`src/rtl/subtractor16_seq.sv`:
```
// Multi-cycle 16-bit unsigned subtractor: z = x - y through one reused 4-bit slice, LSB nibble first.
// Optional signed-overflow output ovf is built when SUB16_OVF_EN is defined.
module subtractor16_seq #(
    parameter int NIB_W = 4,
    parameter int W     = 16
) (
    input  logic         clk,
    input  logic         rst,
    input  logic [W-1:0] x,
    input  logic [W-1:0] y,
    input  logic         start,
    output logic [W-1:0] z,
    output logic         borrow,
    output logic         busy,
    output logic         done
`ifdef SUB16_OVF_EN
    ,
    output logic         ovf
`endif
);

    localparam int NIBS = W / NIB_W;
    localparam logic [1:0] LAST_IDX = 2'(NIBS - 1);

    typedef enum logic [1:0] {
        IDLE = 2'd0,
        RUN  = 2'd1,
        DONE = 2'd2
    } state_t;

    state_t           state, state_nx;
    logic [W-1:0]     x_r, y_r, shadow, shadow_nx;
    logic [1:0]       idx;
    logic             carry;
    logic             accept;
    logic [NIB_W-1:0] x_nib, y_nib;
    logic [NIB_W:0]   sum;

    // Handshake: a request is taken on any rising edge where start=1 and busy=0
    // (IDLE or DONE); start while busy is simply ignored.
    assign accept = start && !busy;

    always_ff @(posedge clk or posedge rst) begin
        if (rst) state <= IDLE;
        else     state <= state_nx;
    end

    always_comb begin
        state_nx = state;
        case (state)
            IDLE:    if (start) state_nx = RUN;
            RUN:     if (idx == LAST_IDX) state_nx = DONE;
            DONE:    state_nx = start ? RUN : IDLE;
            default: state_nx = IDLE;
        endcase
    end

    always_comb begin
        busy = (state == RUN);
        done = (state == DONE);
    end

    // One slice: x + ~y + carry, borrow of the whole word is the inverted final carry.
    always_comb begin
        x_nib     = x_r[idx*NIB_W +: NIB_W];
        y_nib     = y_r[idx*NIB_W +: NIB_W];
        sum       = {1'b0, x_nib} + {1'b0, ~y_nib} + {{NIB_W{1'b0}}, carry};
        shadow_nx = shadow;
        shadow_nx[idx*NIB_W +: NIB_W] = sum[NIB_W-1:0];
    end

    always_ff @(posedge clk or posedge rst) begin
        if (rst) begin
            x_r    <= '0;
            y_r    <= '0;
            shadow <= '0;
            idx    <= '0;
            carry  <= 1'b1;
            z      <= '0;
            borrow <= 1'b0;
`ifdef SUB16_OVF_EN
            ovf    <= 1'b0;
`endif
        end else if (accept) begin
            x_r    <= x;
            y_r    <= y;
            shadow <= '0;
            idx    <= '0;
            carry  <= 1'b1;
        end else if (state == RUN) begin
            shadow <= shadow_nx;
            carry  <= sum[NIB_W];
            idx    <= idx + 2'd1;
            if (idx == LAST_IDX) begin
                z      <= shadow_nx;
                borrow <= ~sum[NIB_W];
`ifdef SUB16_OVF_EN
                ovf    <= (x_r[W-1] != y_r[W-1]) && (sum[NIB_W-1] != x_r[W-1]);
`endif
            end
        end
    end

endmodule
```
`config.mk`:
```
export PLATFORM = sky130hd
export DESIGN_NAME = subtractor16_seq
export DESIGN_NICKNAME = d
export VERILOG_FILES = /design/src/rtl/subtractor16_seq.sv
export SDC_FILE = /design/constraint.sdc
export NUM_CORES = 1
export LEC_CHECK = 0
export ABC_AREA = 1
export BUFFER_PORTS_ARGS = -buffer_cell sky130_fd_sc_hd__buf_2
export CAP_MARGIN = 20
export CORE_ASPECT_RATIO = 0.6
export CORE_UTILIZATION = 30
export CTS_CLUSTER_SIZE = 8
export DETAILED_ROUTE_END_ITERATION = 8
export GPL_TIMING_DRIVEN = 0
export PLACE_DENSITY = 0.59
export SETUP_SLACK_MARGIN = 0.02
export SLEW_MARGIN = 20
export SYNTH_ARGS = -nofsm -noshare
export SYNTH_HDL_FRONTEND = slang
export SYNTH_SLANG_ARGS = --single-unit
```
`constraint.sdc`:
```
create_clock -name clk -period 3 [get_ports clk]
set_input_delay 0.3 -clock clk [delete_from_list [all_inputs] [get_ports clk]]
set_output_delay 0.3 -clock clk [all_outputs]
set_load 0.005 [all_outputs]
```
; Word-level counts from Yosys, hierarchy flattened
; Cells that the tools add are included.
[word_totals]
ff_bits = 70
inputBits = 35
word_cells = 41
[op_classes]
add_sub_neg = 4
eq_ne = 5
shifts = 4
n_mux = 11
bitwise_logic = 3
n_reduce_logical = 6
[ops]
columns = operator, count
row1 = $neg 4->34, 1
row2 = $shift 4x34->16 const A, 1
row3 = $shiftx 4x34->16, 1
row4 = $mux 16, 2
row5 = $shiftx 16x5->4, 2
row6 = $bwmux 16, 1
row7 = $mux 2, 4
row8 = $pmux 2 s3, 1
row9 = $add 4x4->5, 1
row10 = $add 5x1->5, 1
row11 = $eq 2x2->1 const B, 2
row12 = $not 4->4, 1
row13 = $mux 1, 3
row14 = $reduce_and 3->1, 1
row15 = $add 2x1->2 const B, 1
row16 = $eq 2x1->1 const B, 1
row17 = $logic_not 2->1, 1
row18 = $ne 2x1->1 const B, 1
row19 = $ne 2x2->1 const B, 1
row20 = $not 1->1, 2
row21 = $reduce_and 2->1, 1
row22 = $reduce_bool 2->1, 1
row23 = $logic_and 1x1->1, 1
row24 = $logic_not 1->1, 1

; Longest topological paths before layout
; Gate-level depths: netlist (run 1).
[logic_depth]
ltp_word = 8
depth_mapped = 15

; Worst setup path after synthesis (run 1)
; Ideal clock, no wire load.
[synth_path]
path_type = reg2reg
from = reg idx[0]
to = reg shadow[6]
setup_time_ns = 0.083
arrival_ns = 2.457
path_slack_ns = 0.460
path_stages_with_launch = 15
n_path_buf = 2
period_less_slack_ns = 2.540
path_cell_list = dfrtp_1 -> buf_4 -> inv_2 -> buf_4 -> nand2_1 -> a32o_1 -> fa_1 -> fa_1 -> nand2_1 -> nand2_1 -> nor2_1 -> nand2_1 -> o22ai_1 -> nand2_1 -> o21ai_0
[synth_between]
elab_chain_len = 8
word_cells_on_any_way = 11
[synth_lines]
columns = element, line
row1 = start: declaration, 33  ; logic [1:0] idx;
row2 = start signal: assignment, 93  ; idx <= idx + 2'd1;
row3 = $shiftx 16x5->4, 66  ; y_nib = y_r[idx*NIB_W +: NIB_W];
row4 = $not 4->4, 67  ; sum = {1'b0, x_nib} + {1'b0, ~y_nib} + {{NIB_W{1'b0}}, carry};
row5 = $add 4x4->5, 67
row6 = $add 5x1->5, 67
row7 = $shiftx 4x34->16, 69  ; shadow_nx[idx*NIB_W +: NIB_W] = sum[NIB_W-1:0];
row8 = $bwmux 16 (*), 69
row9 = $mux 16 (*), 90  ; end else if (state == RUN) begin
row10 = $mux 16 (*), 84  ; end else if (accept) begin
row11 = end signal: assignment, 91  ; shadow <= shadow_nx;
row12 = end: declaration, 32  ; logic [W-1:0] x_r, y_r, shadow, shadow_nx;
; Mark *: on every way between the ends. The rest lies on a longest branch, timed or not. The select of a mux whose other input is x is not followed.
; A chain may end at the register's enable or synchronous reset.

; Final worst setup path (run 1)
[layout_path]
from = reg idx[0]
to = reg shadow[9]
; Same word-level chain as after synthesis.

==> impl_summary.md, run 1 <==
Status
The run finished with clean final reports.

Setup path
The type of element launching the critical path is a register. The slowest stage cell on the critical path is fa_1. Walking the worst path, the cells encountered are buf_4, inv_4, buf_6, nand2_1, a32o_1, fa_1, fa_1, nor2_2, buf_4, a22oi_1, o21ai_0. The worst reg-to-reg setup slack is 0.17 ns. The endpoint arrival time on the critical path is 3.03 ns. The start-to-end type of the worst setup path is reg2reg.

For this run, the slowest stage of the critical path takes 0.56 ns. The data required time at the worst endpoint is 3.20 ns. The element type at the critical path end is a register. The maximum fanout encountered on the critical timing path is 12.

The critical path starts at idx[0]. The worst register-to-register path begins at idx[0]. For the worst flop-to-flop path, the logic depth is 11. The reg-to-reg critical path endpoint is shadow[9].

Power and ir drop
The worst-case vdd ir drop is 0.000539 V. The analysis attributes to cell leakage a power of 2.15 nW. The total chip power is 5.20 mW. Dividing total power by cell area gives a power density of 1230 mW/mm^2.

Placement
Routability-driven placement finished with a final weighted congestion of 0.839. Detailed placement finished with a half-perimeter wire length of 6.12 mm. The worst slack at placement is -0.0508 ns. The count of buffers added on input and output ports is 53.

Layout
The most frequent standard cell in the layout excluding fill and tap cells is nand2_1. Leaving out fill and tap cells, the most frequent cells in the layout are 83 x nand2_1, 68 x dfrtp_1, 56 x buf_2. The antenna diode count is 0.

The filler cells instantiated in the layout total 1083. The net count of the finished layout is 444. The area added between synthesis and finish is 23.7%. Of the cells placed in the final design, the portion with a size suffix greater than 1 is 0.325.

Routing
The detail route stage leaves a number of antenna-violating nets equal to 0. The routed length on met1 is 4.62 mm. The per-cell routed wire length is 15.5 um. After detailed routing, the total wire length is 8.43 mm. The highest metal layer with signal wires is met4. The met3 wire length is 543 um. After detailed routing, the number of remaining DRC violations is 0. The routed layout has 2486 vias. The mean number of vias per cell is 4.59. The detailed router finished its first iteration with 155 violations. The routed wire length on met2 is 3.16 mm. For this run, the detailed router's first-pass iteration total came to 4.

Yosys
The number of synthesized flops with an enable pin is 0. For this run, the number of Yosys warnings is 0. Synthesis produced a netlist whose cell count is 330.

For this run, asynchronously set or reset flops after synthesis account for 1.00. The top flip-flop cell by instance count after synthesis is dfrtp_1. After synthesis the netlist holds a flip-flop and latch count of 70. Counting every net in the synthesized netlist gives 376. The post-synthesis cell area is 0.00342 sq mm. In this run the mean area of a mapped cell was 10.4 sq um. The number of distinct library cell variants in the gate-level netlist after synthesis is 31.

The share of the yosys chip area belonging to registers is 0.513.

STA
The worst clock skew is 0.00561 ns. Setup violations remaining at the end of the flow were counted as 0. Derived from the worst setup path, the maximum achievable clock frequency is 354 MHz. Summed over all failing endpoints, the final setup total negative slack is 0 ns. The period utilization is 0.943. Setup repair after global routing left no endpoint under its margin.

At the pin with the least slew margin, the transition time is 0.477 ns. The normalized max-slew margin is 0.682. The minimum clock period is 2.83 ns. The final number of max-transition violations came to 0. The final worst setup slack is 0.172 ns.

The final number of hold-violating endpoints came to 0.

GRT
The overall routing resource usage is 0.155. The initial antenna violation count was 0. The largest net degree at the start of global routing is 44.

The global-route wire length before repair is 13.4 mm. The number of global-route vias before repair is 2534. The remaining global-route overflow is 0.

CTS
The H-tree was split into 3 levels. For this design, the sink count on the clock tree is 70. The later pin in the worst-skew pair is clocked with a latency of 0.34 ns.

Clock-pin slew was measured on the worst setup and hold paths at 0.05 ns. The maximum buffer depth of the clock tree is 2. Clock tree synthesis inserted a total of 9 buffers. Clock tree synthesis selected as its root buffer the cell clkbuf_16.

The TritonCTS clock tree is done.

Floorplanning
The floorplan row count is 29. The total area inside the core boundary comes to 0.0108 sq mm. The overall die height is 84.7 um. In this run the count of I/O pins placed on the die edge is 54. The starting density of the core is 0.316. Measured along the x axis, the die boundary spans 140 um. The overall die area is 0.0118 sq mm.

Hold path
Counting instances, the worst hold path has a depth of 2. The endpoint of the worst hold-timing path is x_r[13]. The origin of the worst min-delay path is x[13]. The type of the worst min-delay path is in2reg.

Flow run
The tool flagged a number of max-cap violations equal to 0.
==> power breakdown <==
part           leakage [nW]  internal (mW)  switching, mW  total (mW)
Clock                 0.140          0.626          0.373       0.999
Sequential            0.887           1.37          0.264        1.63
Combinational          1.12           1.13           1.43        2.57
==> area by class of cell <==
cell class,instances,area (sq um),area share
Tap cell,139,174,0.0411
Buffer,12,97.6,0.0231
Inverter,36,143,0.0337
Sequential cell,70,1750,0.415
Clock buffer,15,278,0.0657
Timing Repair Buffer,57,310,0.0734
Clock inverter,1,5.00,0.00118
Multi-Input combinational cell,212,1470,0.347
==> logic make-up after synthesis <==
family,synth area share
AOI/OAI and AO/OA,0.106
adders and majority gates,0.0446
buffers and inverters,0.0677
DFF,0.513
muxes,0.138
and+or+nand+nor,0.131
==> cell usage after synthesis, types with 3 or more instances <==
| cell type | instances | area share |
|---|---|---|
| a22oi_1 | 3 | 0.0066 |
| nand2_1 | 84 | 0.092 |
| buf_4 | 4 | 0.0088 |
| dfrtp_1 | 69 | 0.50 |
| inv_1 | 32 | 0.035 |
| buf_6 | 4 | 0.013 |
| ha_1 | 9 | 0.033 |
| a21oi_1 | 9 | 0.013 |
| mux2_4 | 30 | 0.13 |
| a32o_1 | 3 | 0.0088 |
| buf_2 | 3 | 0.0044 |
| o22ai_1 | 17 | 0.031 |
| o21ai_1 | 3 | 0.0044 |
| nand3_1 | 3 | 0.0044 |
| nor2_1 | 14 | 0.015 |
| o21ai_0 | 22 | 0.032 |
==> through the flow <==
stage | cells | area (sq um) | utilization | hold WS, ns
after floorplan | 330 | 3420 | - | 0.439
after global placement | 522 | 3860 | 0.357 | 0.463
after detailed placement | 523 | 3880 | 0.359 | 0.307
after CTS | 540 | 4180 | 0.387 | 0.180
after global routing | 542 | 4230 | 0.391 | 0.183
final | 542 | 4230 | 0.391 | 0.192
==> per-layer routing <==
layer	vias to the layer above	global-route usage
li1	1231	-
met1	1188	0.237
met2	59	0.193
met3	8	0.0593
met4	0	0.0539
met5	-	0
==> critical path, delay by kind of cell (launching register included) <==
kind,cells,cell delay (ns)
buffers and inverters,4,0.59
AO/OA/AOI/OAI,3,0.57
flip-flops,1,0.39
AND/OR/NAND/NOR,2,0.13
adder cells (fa/ha/maj),2,0.99
==> repair_timing <==
| action | CTS | global route |
|---|---|---|
| setup endpoints to repair | 7 | 10 |
| setup buffers | 0 | 2 |
| hold buffers | 1 | 0 |
| hold endpoints to repair | 27 | 0 |
| pin swaps | 0 | 2 |
| gates resized for setup | 3 | 9 |
==> registers in the layout (all words and copies together) (netlist names) <==
name and count:
shadow 16, state 2, x_r 16, borrow 1
z 16, carry 1, idx 2, y_r 16
==> how the worst max path moves through the flow <==
stage	endpoint	slack, ns
6_report	shadow[9]	0.17
5_1_grt	shadow[14]	0.04
3_3_place_gp	z[13]	-0.03
4_1_cts	z[13]	0.02
2_1_floorplan	shadow[6]	0.46
3_5_place_dp	shadow[13]	-0.05
(Power assumes the default switching activity.)
==> run 2: changes to the inputs <==
--- a/config.mk
+++ b/config.mk
@@ -5,7 +5,7 @@
 export SDC_FILE = /design/constraint.sdc
 export NUM_CORES = 1
 export LEC_CHECK = 0
-export ABC_AREA = 1
+export ABC_AREA = 0
 export BUFFER_PORTS_ARGS = -buffer_cell sky130_fd_sc_hd__buf_2
 export CAP_MARGIN = 20
 export CORE_ASPECT_RATIO = 0.6
==> impl_summary.md, run 2 <==
Floorplanning
The horizontal die dimension is 136 um (-2.9%). The floorplan row count is 28 (-3.4%). The starting density of the core came to 0.318 (+0.00160). The overall die height is 82.2 um (-2.9%). The top-level port count came to 54 (unchanged). The overall die area is 0.0112 sq mm (-5.8%). The area inside the core boundary is 0.0101 sq mm (-6.4%).

Yosys
The post-synthesis async set-or-reset flop share came to 1.00 (unchanged). The post-synthesis cell area is 0.00322 sq mm (-5.9%). The area share of the leading cell type in the synthesized netlist is 0.537 (+0.0316). The number of synthesized flops with an enable pin came to 0 (unchanged). For this run, the leading register cell type out of synthesis is dfrtp_1. The number of nets in the synthesized netlist was 297 (-21%). dfrtp_1 is the most common cell in the netlist. The count of yosys warnings during synthesis came to 0 (unchanged). The post-synthesis average cell area is 12.8 sq um (+24%). The number of synthesized register bits was 70 (unchanged). The number of distinct library cell variants in the gate-level netlist after synthesis was 38 (+23%). By count the netlist is led by 69 x dfrtp_1, 32 x mux2_2, 26 x nor2_1. The largest total area in the synthesized netlist belongs to dfrtp_1. The share of the yosys chip area belonging to registers is 0.545 (+0.0321). The number of instances in the synthesized netlist is 251 (-24%).

Ranked by total cell area, the synthesized netlist is headed by dfrtp_1 54%, mux2_2 11%, mux4_2 5.6%.

Layout
The library cell used most frequently in the layout, excluding fill and tap cells, is dfrtp_1. The footprint of the multi-input gates is 0.00139 sq mm (-5.6%). The area of all sequential standard cells is 0.00175 sq mm (unchanged). The top cell types in the final layout, fill and taps aside, are 68 x dfrtp_1, 58 x buf_2, 32 x mux2_2. The fraction of final layout cells sized beyond drive strength 1 was 0.407 (+0.0818). The area added between synthesis and finish is 24.3%. The number of nets in the layout is 363 (-18%). The post-route non-filler standard cell count is 458 (-15%). The filler cell count in the final layout is 989 (-8.7%).

Routing
The per-cell routed wire length was 16.6 um (+7.1%). The detailed-router iteration count before antenna repair is 4 (unchanged). The total length of routed wires is 7.62 mm (-9.5%). The number of design rule violations left after detail routing is 0 (unchanged).

The mean number of vias per cell is 4.87 (+6.1%). The remaining antenna violation count was 0 (unchanged). The vias after detailed routing is 2229 (-10%). The initial DRC count is 81 (-48%).

Setup path
The worst reg-to-reg setup slack is 0.14 ns (-0.04 ns). The worst setup path endpoint is shadow[10]. In this run the worst setup path begins at idx[0]. The worst setup path is captured at a register. The endpoint arrival time on the critical path came to 3.08 ns (+0.05 ns).

The maximum fanout encountered on the critical timing path was 10 (-2). The critical path is of the reg2reg type. The reg-to-reg critical path endpoint is shadow[10]. STA classifies the critical path startpoint as a register. The reg-to-reg critical path startpoint is idx[0]. The number of cells traversed by the worst register-to-register path is 7 (-4). The data required time at the worst endpoint is 3.22 ns (+0.02 ns).

Placement
The cell total after placement came to 440 (-16%). The worst slack at placement is -0.449 ns (-0.399 ns). The final RePlAce weighted congestion is 0.811 (-3.4%).

The number of port buffers is 53 (unchanged). The half-perimeter wire length after detailed placement came to 5.69 mm (-6.9%).

CTS
The TritonCTS clock tree is done. The clock sink total is 70 (unchanged). The root cell of the clock tree is clkbuf_16. The clock latency on the worst-skew pair is 0.33 ns (about the same).

The number of clock buffers inserted by TritonCTS is 9 (unchanged). The clock transition time at the flip-flop clock pins of the worst setup and hold paths was 0.06 ns (about the same). The number of H-tree levels is 3 (unchanged). The maximum buffer depth of the clock tree came to 2 (unchanged).

GRT
The global-route wire length before repair came to 12.7 mm (-5.8%). The largest net degree at the start of global routing is 40 (-9.1%). The number of global-route vias before repair is 2399 (-5.3%).

The overall routing resource usage came to 0.157 (+0.00175). The remaining global-route overflow came to 0 (unchanged). The initial antenna violation count is 2 (+2).

STA
The period utilization is 0.955 (+0.0118). The actual transition at the worst max-transition pin is 0.678 ns (+0.201 ns). The total setup violations reported at the end of the flow is 0 (unchanged). The minimum clock period is 2.86 ns (+0.0354 ns). The normalized max-slew margin is 0.547 (-0.135). The worst clock skew is 0.00809 ns (+0.00247 ns). The final number of hold-violating endpoints is 0 (unchanged). The final worst setup slack is 0.136 ns (-0.0354 ns). The final number of max-transition violations was 0 (unchanged). Setup repair after global routing left no endpoint under its margin.

The highest achievable clock rate is 349 MHz (-1.2%).

Status
The flow ran to the end, and the final reports show no timing, DRC or antenna violations.

Power and ir drop
The leakage power figure is 1.82 nW (-15%). The total power divided by cell area is 1350 mW/mm^2 (+10%). The worst-case vdd ir drop came to 0.000841 V (+56%). The total chip power came to 5.40 mW (+4.0%).

Flow run
The count of maximum capacitance violations is 0 (unchanged).

Hold path
The type of the worst min-delay path is in2reg. The origin of the worst min-delay path is start.
-- run 2: changes by cell type after synthesis, moves of 12 or more --
| cell | before | now |
|---|---|---|
| mux2_4 | 30 | 0 |
| o22ai_1 | 17 | 1 |
| nor2_1 | 14 | 26 |
| a22o_1 | 0 | 12 |
| inv_1 | 32 | 17 |
| nand2_1 | 84 | 7 |
| mux2_2 | 2 | 32 |
| o21ai_0 | 22 | 5 |
-- run 2: metrics by stage --
stage,utilization,area [sq um],TNS [ns],hold WS (ns)
global route,0.395,4000,0,0.193
detailed placement,0.363,3670,-3.70,0.331
finish,0.395,4000,0,0.197
CTS,0.394,3990,0,0.177
floorplan,-,3220,0,0.398
global placement,0.361,3650,-2.80,0.466
-- run 2: worst max-delay path, stage by stage (launching register included) --
cell	delay [ns]
dfrtp_2	0.45
buf_6	0.21
mux4_2	0.55
fa_1	0.43
fa_2	0.41
xnor2_4	0.18
and2_2	0.27
a22o_1	0.25
-- run 2: cell families after synthesis --
kind of cell             Yosys count  synth area share
AO/OA/AOI/OAI                     47             0.110
XOR/XNOR                           1           0.00272
adder cells (fa/ha/maj)           11            0.0474
buffers and inverters             27            0.0338
flip-flops                        70             0.545
multiplexers                      40             0.168
AND/OR/NAND/NOR                   55            0.0937
-- run 2: area by class of cell --
cell class	instances	area share
Antenna cell	1	0.000626
Buffer	8	0.0113
Sequential cell	70	0.439
Clock inverter	2	0.00250
Multi-Input combinational cell	154	0.346
Timing Repair Buffer	55	0.0738
Tap cell	135	0.0422
Inverter	19	0.0185
Clock buffer	14	0.0660
-- run 2: repair_timing --
action / 4_1_cts / 5_1_grt
gates resized for setup: 7 / 3
endpoints found under the hold margin: 31 / 0
buffers inserted: 0 / 0
hold buffers: 1 / 0
endpoints found under the setup margin: 24 / 10
pin swaps: 0 / 0
-- run 2: power by group --
group / leakage (nW) / total (mW) / switching [mW] / internal [mW]
clock: 0.137 / 0.971 / 0.369 / 0.602
sequential: 0.861 / 1.63 / 0.238 / 1.40
combinational: 0.823 / 2.80 / 1.59 / 1.21
-- run 2: worst min path at each step --
| stage | to | slack [ns] | depth (start not counted) |
|---|---|---|---|
| finish | idx[1] | 0.20 | 2 |
| global route | x_r[4] | 0.19 | 2 |
| CTS | idx[1] | 0.18 | 2 |
| detailed placement | z[1] | 0.33 | 2 |
| global placement | z[4] | 0.47 | 2 |
| floorplan | idx[1] | 0.40 | 1 |
-- run 2: routing by layer --
metal,GRT usage,part of all wire,vias up
li1,-,-,1043
met5,0,0.0022,-
met3,0.0641,0.080,10
met1,0.219,0.51,1107
met2,0.220,0.40,67
met4,0.0472,0.011,2
